<file path="src/rtl/fork_join_ctrl.sv">
// Fork/join controller: launches up to NUM_CH timed countdown channels on one
// start and emits a single join_done pulse under JOIN / JOIN_ANY / JOIN_NONE.
module fork_join_ctrl #(
  parameter int NUM_CH = 2,
  parameter int CNT_W  = 8
) (
  input  logic                    clk,
  input  logic                    rst_n,
  input  logic                    start,
  input  logic [1:0]              mode,
  input  logic [NUM_CH-1:0]       ch_en,
  input  logic [NUM_CH*CNT_W-1:0] dur,
  output logic                    ready,
  output logic [NUM_CH-1:0]       ch_busy,
  output logic [NUM_CH-1:0]       ch_start,
  output logic [NUM_CH-1:0]       ch_done,
  output logic                    join_done,
  output logic [CNT_W:0]          join_lat
);

  localparam logic [1:0] S_IDLE  = 2'd0;
  localparam logic [1:0] S_RUN   = 2'd1;
  localparam logic [1:0] S_DRAIN = 2'd2;

  localparam logic [1:0] M_JOIN_ANY  = 2'b01;
  localparam logic [1:0] M_JOIN_NONE = 2'b10;

  localparam logic [CNT_W:0]   LAT_MAX = '1;
  localparam logic [CNT_W-1:0] CNT_ONE = CNT_W'(1);

  logic [1:0]        state_q, state_d;
  logic [CNT_W-1:0]  cnt_q [NUM_CH];
  logic [NUM_CH-1:0] ch_start_q;
  logic [1:0]        mode_q;
  logic              join_pend_q;
  logic              join_done_q;
  logic [CNT_W:0]    lat_cnt_q;
  logic [CNT_W:0]    join_lat_q;

  logic              accept;
  logic              join_immediate;
  logic              join_cond;
  logic [NUM_CH-1:0] tail_busy;
  logic [CNT_W:0]    lat_next;

  // A channel is busy while its counter is non-zero; count==1 is its last cycle,
  // and tail_busy marks channels that are still busy after the current cycle.
  always_comb begin
    // NOTE: every always_comb output gets a default first so no path can infer a latch.
    ch_busy   = '0;
    ch_done   = '0;
    tail_busy = '0;
    for (int i = 0; i < NUM_CH; i++) begin
      ch_busy[i]   = (cnt_q[i] != '0);
      ch_done[i]   = (cnt_q[i] == CNT_ONE);
      tail_busy[i] = (cnt_q[i] > CNT_ONE);
    end
  end

  assign ready     = (state_q == S_IDLE);
  assign accept    = start && ready;
  assign ch_start  = ch_start_q;
  assign join_done = join_done_q;
  assign join_lat  = join_lat_q;

  // With nothing enabled, JOIN and JOIN_ANY are satisfied vacuously at acceptance.
  assign join_immediate = (mode == M_JOIN_NONE) || (ch_en == '0);

  assign lat_next = (lat_cnt_q == LAT_MAX) ? LAT_MAX : lat_cnt_q + 1'b1;

  // Mode 11 is reserved and falls through to JOIN semantics.
  always_comb begin
    join_cond = 1'b0;
    if (join_pend_q) begin
      if (mode_q == M_JOIN_ANY) join_cond = |ch_done;
      else                      join_cond = ~|tail_busy;
    end
  end

  always_comb begin
    state_d = state_q;
    case (state_q)
      S_IDLE:  if (accept) state_d = S_RUN;
      S_RUN:   if (join_done_q) state_d = (|tail_busy) ? S_DRAIN : S_IDLE;
      S_DRAIN: if (!(|tail_busy)) state_d = S_IDLE;
      default: state_d = S_IDLE;
    endcase
  end

  // Channel countdowns: dur=0 is promoted to a single busy cycle.
  always_ff @(posedge clk or negedge rst_n) begin
    if (!rst_n) begin
      for (int i = 0; i < NUM_CH; i++) cnt_q[i] <= '0;
      ch_start_q <= '0;
    end else begin
      // NOTE: sequential state uses non-blocking assignments so every flop samples pre-edge values.
      for (int i = 0; i < NUM_CH; i++) begin
        if (accept) begin
          if (!ch_en[i])                              cnt_q[i] <= '0;
          else if (dur[i*CNT_W +: CNT_W] == '0)       cnt_q[i] <= CNT_ONE;
          else                                        cnt_q[i] <= dur[i*CNT_W +: CNT_W];
        end else if (cnt_q[i] != '0) begin
          cnt_q[i] <= cnt_q[i] - CNT_ONE;
        end
      end
      ch_start_q <= accept ? ch_en : '0;
    end
  end

  always_ff @(posedge clk or negedge rst_n) begin
    if (!rst_n) begin
      state_q     <= S_IDLE;
      mode_q      <= '0;
      join_pend_q <= 1'b0;
      join_done_q <= 1'b0;
      lat_cnt_q   <= '0;
      join_lat_q  <= '0;
    end else begin
      state_q <= state_d;
      if (accept) begin
        mode_q      <= mode;
        join_pend_q <= !join_immediate;
        join_done_q <= join_immediate;
        lat_cnt_q   <= '0;
        if (join_immediate) join_lat_q <= '0;
      end else begin
        join_done_q <= join_cond;
        if (join_cond) begin
          join_pend_q <= 1'b0;
          join_lat_q  <= lat_next;
        end
        // Latency counter reads k-1 in cycle A+k, so the join cycle sees lat_next.
        if (join_pend_q) lat_cnt_q <= lat_next;
      end
    end
  end

endmodule

</file>
<file path="config.mk">
export PLATFORM = sky130hd
export DESIGN_NAME = fork_join_ctrl
export DESIGN_NICKNAME = d
export VERILOG_FILES = /design/src/rtl/fork_join_ctrl.sv
export SDC_FILE = /design/constraint.sdc
export NUM_CORES = 1
export LEC_CHECK = 0
export ABC_AREA = 1
export CORE_MARGIN = 5
export CORE_UTILIZATION = 35
export CTS_BUF_LIST = sky130_fd_sc_hd__clkbuf_16
export DETAILED_ROUTE_END_ITERATION = 7
export DONT_BUFFER_PORTS = 1
export GPL_TIMING_DRIVEN = 0
export SLEW_MARGIN = 20
export SYNTH_ARGS = -nofsm -noshare
export SYNTH_HDL_FRONTEND = slang
export SYNTH_SLANG_ARGS = --single-unit
</file>
<file path="constraint.sdc">
create_clock -name clk -period 3.8 [get_ports clk]
set_clock_uncertainty 0.1 [all_clocks]
set_input_delay 0.38 -clock clk [delete_from_list [all_inputs] [get_ports clk]]
set_output_delay 0.38 -clock clk [all_outputs]
set_load 0.1 [all_outputs]
</file>
-- After elaboration in Yosys (flattened, before gate mapping)
Cells that the tools add are included.
- register bits: 42
- add/subtract/negate cells: 3
- $lt $le $gt $ge: 2
- equality and inequality tests: 11
- muxes and demuxes: 25
- reduce and logical (&&, ||, !) cells: 18
- operator list (operator ; count):
    two-way mux 8 bit ; 8
    two-way mux 9 bit ; 6
    equality test 8 x 1 -> 1 bit (second input constant) ; 2
    > comparator 8 x 1 -> 1 bit (second input constant) ; 2
    logical NOT 8 bit ; 2
    nonzero test 8 bit ; 2
    subtractor 8 x 1 -> 8 bit (second input constant) ; 2
    two-way mux 2 bit ; 5
    adder 9 x 1 -> 9 bit (second input constant) ; 1
    equality test 9 bit (second input constant) ; 1
    nonzero test 2 bit ; 4
    one-hot mux 2 bit (3 select lines) ; 1
    two-way mux 1 bit ; 5
    equality test 2 x 1 -> 1 bit (second input constant) ; 2
    equality test 2 bit (second input constant) ; 2
    logical NOT 2 bit ; 2
    inequality test 2 x 1 -> 1 bit (second input constant) ; 2
    inequality test 2 bit (second input constant) ; 2
    OR reduction 2 bit ; 2
    AND reduction 3 bit ; 1
    logical NOT 1 bit ; 2
    AND reduction 2 bit ; 1
    logical AND 1 bit ; 1
    logical OR 1 bit ; 1

-- Logic depth before layout (Yosys ltp)
- depth in word-level cells: 7
- gate-level depth with buffers: 10
- mapped depth without buffers: 10

-- Least setup slack after synthesis
No wires, ideal clock.
- kind: flip-flop to output port
- from: reg cnt_q[1] in the netlist's numbering
- to: out ch_done[1]
- data arrival time: 1502 ps
- required time: 3320 ps
- slack: 1818 ps
- stages on the path, launching flop included: 7
- buffers on the path: 0
- cells stage by stage: dfrtp_1 > inv_1 > ha_1 > inv_1 > nor3_1 > nand2_1 > inv_1
- cells in the longest elaborated chain, start to end: 1
- RTL lines (element ; line ; text):
    start, declared ; 32 ; logic [CNT_W-1:0] cnt_q [NUM_CH];
    start signal, assigned by index ; 101 ; else cnt_q[i] <= dur[i*CNT_W +: CNT_W];
    start signal, assigned by index ; 103 ; cnt_q[i] <= cnt_q[i] - CNT_ONE;
    equality test 8 x 1 -> 1 bit ; 55 ; ch_done[i] = (cnt_q[i] == CNT_ONE);
    end, declared ; 16 ; output logic [NUM_CH-1:0] ch_done,
Every way passes these cells.

-- Worst setup path in the final report
Same ends and word-level chain as after synthesis.

==> summary.txt <==
Drt
  – Vias per cell: 4.866
  – DRT iter0 DRCs: approximately 130
  – Detailed Route WL: 5798 um
  – Via count: about 2,100
  – Drt first pass iters: 4
  – Antenna viol nets, final: 0
  – # DRC: 0
  – WL/cell: about 14 um

Logic synthesis
  – Post-Synth XOR/XNOR Area: 3.509%
  – Syn Inst Count: 320
  – Synth Area in Compound Gates: between 10% and 20%
  – Dominant synthesized flop cell: dfrtp_1
  – Sequential share of the synthesized area: 42.11%
  – Synth warn: 0
  – Syn avg cell area: 7.800 um2
  – Largest family of logic cells by synthesized area: simple AND/OR/NAND/NOR gates
  – Net count after synthesis: 350
  – #FFs+latches synth: 42
  – Post-Synthesis Cell Area: 2496 um2
  – Area share of fa/ha/maj cells after synthesis: approximately 3.5%
  – Post-synth ARST share: 100.0%
  – Post-synth EDFFs: 0
  – Synth cell types: 33
  – Fraction of the mapped netlist area in simple logic gates: 29.37%
  – Mux contribution to synthesized area: 0%

Global routing
  – Largest net degree at the start of global routing: 43
  – First-pass GRT wire length: 9860 um
  – Congestion Overflow GR: 0
  – Initial antenna violation count: 0
  – Total GRT Usage: approximately 14%
  – Vias in the first global route: 2,071

Critical path
  – CP Max Fanout: 6
  – CP top delay family: buffers and inverters
  – Crit-path cells: inv_1 -> ha_1 -> inv_1 -> nor3_1 -> nand2_1 -> inv_1
  – Slowest cell on crit path: inv_1
  – Critical path arrival: 1970 ps
  – Crit end category: output pin
  – Crit path largest cell delay: ~620 ps
  – Worst endpoint required time: between 3000 and 4000 ps
  – RR Endpoint: join_lat[5]
  – Crit Path Class: register to output pin
  – Worst reg2reg path depth: 6
  – Critical path buffers and inverters: 3
  – Worst path most repeated cell: inv_1
  – Register-to-register setup slack: 1610 ps
  – CP startpoint: cnt_q[1]
  – Reg2reg start: state_q[1]
  – Critical Path Start Type: register

Clock tree
  – H-tree depth: 2
  – Root Buffer: clkbuf_16
  – Setup bufs post-CTS: 0
  – Clock transition at path regs: 70 ps
  – CTS buffer count: 5
  – Worst-skew pair later-pin latency: 290 ps
  – Max Root-Sink Buffers: 2
  – CTS sink count: 42
  – CTS tree: yes

STA
  – Hold slack: 121.5 ps
  – Final hold vios: 0
  – RSZ-0062 raised after global routing: no
  – Final period utilization: roughly 64%
  – Fmax: 408.3 MHz
  – TNS Setup: 0 ps
  – Min Tclk post-route: approximately 2400 ps
  – Max Slew Vio Count: 0
  – Count of final setup violators: 0
  – Worst Max-Slew Pin Slew: 951.5 ps
  – Rel. slew slack: 36.57%

Placement
  – Number of buffers added on ports: 0
  – Placed cell areas: 2616 um2
  – Final GP Congestion: 0.8738
  – Half-perimeter wire length after placement: 4267 um

Hold path
  – Hold Crit Class: input port to register
  – Hold Path Origin: dur[6]
  – Hold Path Cell Cnt: 2
  – Hold-critical path endpoint: cnt_q[14]

Cells and area
  – Area delta synth->final: 11.98%
  – Final instance area: 2795 um2
  – Fin nets: 359
  – Diodes inserted: 0
  – Layout cell share with drive strength beyond 1: approximately a tenth
  – Fillers: 700

Floorplanning
  – I/O Pins: 40
  – # rows: 30
  – Die area: 8921 um2
  – Initial Utilization: 36.34%
  – Core box area: roughly 6900 um2
  – Vert. Die Dim: 94.45 um
  – Die Width: 94.45 um

Status
  – Outcome: finished clean

Pwr
  – PwrDens: between 300 and 400 nW/um2
  – LEAKAGE: 1.503 nW
  – Peak VDD IR: ~180 uV

Job
  – Max-cap check violation count: 0
==> cell type report <==
cell class / count / area (um2) / area share, %
multi-input cells: 221 / 1204 / 43.06
repair buffers: 2 / 30.03 / 1.074
clock inverters: 3 / 23.77 / 0.8505
flip-flops and latches: 42 / 1051 / 37.60
plain buffers: 5 / 46.29 / 1.656
clock buffers: 5 / 125.1 / 4.476
inverters: 52 / 195.2 / 6.983
well taps: 96 / 120.1 / 4.297
==> sequential cells by signal, summed over array words and instances (netlist names) <==
name	count
join_done	1
join_pend_q	1
join_lat	9
cnt_q	16
mode_q	2
ch_start	2
state_q	2
lat_cnt_q	9
==> cells in the mapped netlist, drive strengths merged, types with 4 or more instances <==
master,count,share of area [%]
nand4,4,1.6
inv,52,7.8
nand2,75,12
o21ai,27,5.7
nand3,30,6.6
nor2,34,7.1
dfrtp,42,42
xor2,8,2.8
a22oi,5,1.5
a21oi,15,3.0
ha,7,3.5
buf,5,1.9
==> cells by family after synthesis <==
family / after synthesis
XOR/XNOR: 10
AND/OR/NAND/NOR: 151
buffers and inverters: 57
adder cells (fa/ha/maj): 7
flip-flops: 42
AO/OA/AOI/OAI: 53
==> per-layer routing <==
layer | GRT usage [%] | wire length (um)
met5 | 0 | 0
met4 | 5.769 | 108
met3 | 3.506 | 294
met2 | 22.93 | 2822
met1 | 17.88 | 2573
==> worst max path at each step <==
stage	to	slack [ps]	cells after the start
after floorplan	ch_done[1]	1820	6
after global placement	join_lat[6]	1640	6
after detailed placement	join_lat[5]	1600	6
after CTS	ch_done[1]	1340	6
after global routing	ch_done[1]	1210	6
final	ch_done[1]	1350	6
==> power by group <==
group,leakage (nW),switching [mW],internal (mW)
Clock,0.0664,0.192,0.246
Combinational,0.923,0.0128,0.00504
Sequential,0.514,0,0.447
==> cells in the final DEF (no fill, tap or decap), types with 7 or more instances in the layout <==
cell	n
nand2_1	70
inv_1	51
dfrtp_1	42
nand3_1	27
nor2_1	26
o21ai_0	19
a21oi_1	15
xor2_1	8
ha_1	7
==> metrics by stage <==
step                total power, mW  instances  setup slack [ps]  util, %
finish                       0.9026        426              1351    40.69
global route                 0.9336        426              1213    40.69
CTS                          0.9143        426              1336    40.69
detailed placement           0.4616        416              1599    38.09
global placement             0.4616        416              1645    38.09
floorplan                    0.4602        320              1818        -
==> what timing repair did <==
action,4_1_cts,5_1_grt
hold endpoints to repair,42,0
hold buffers,2,0
resized for setup,0,0
(Power assumes the default switching activity.)
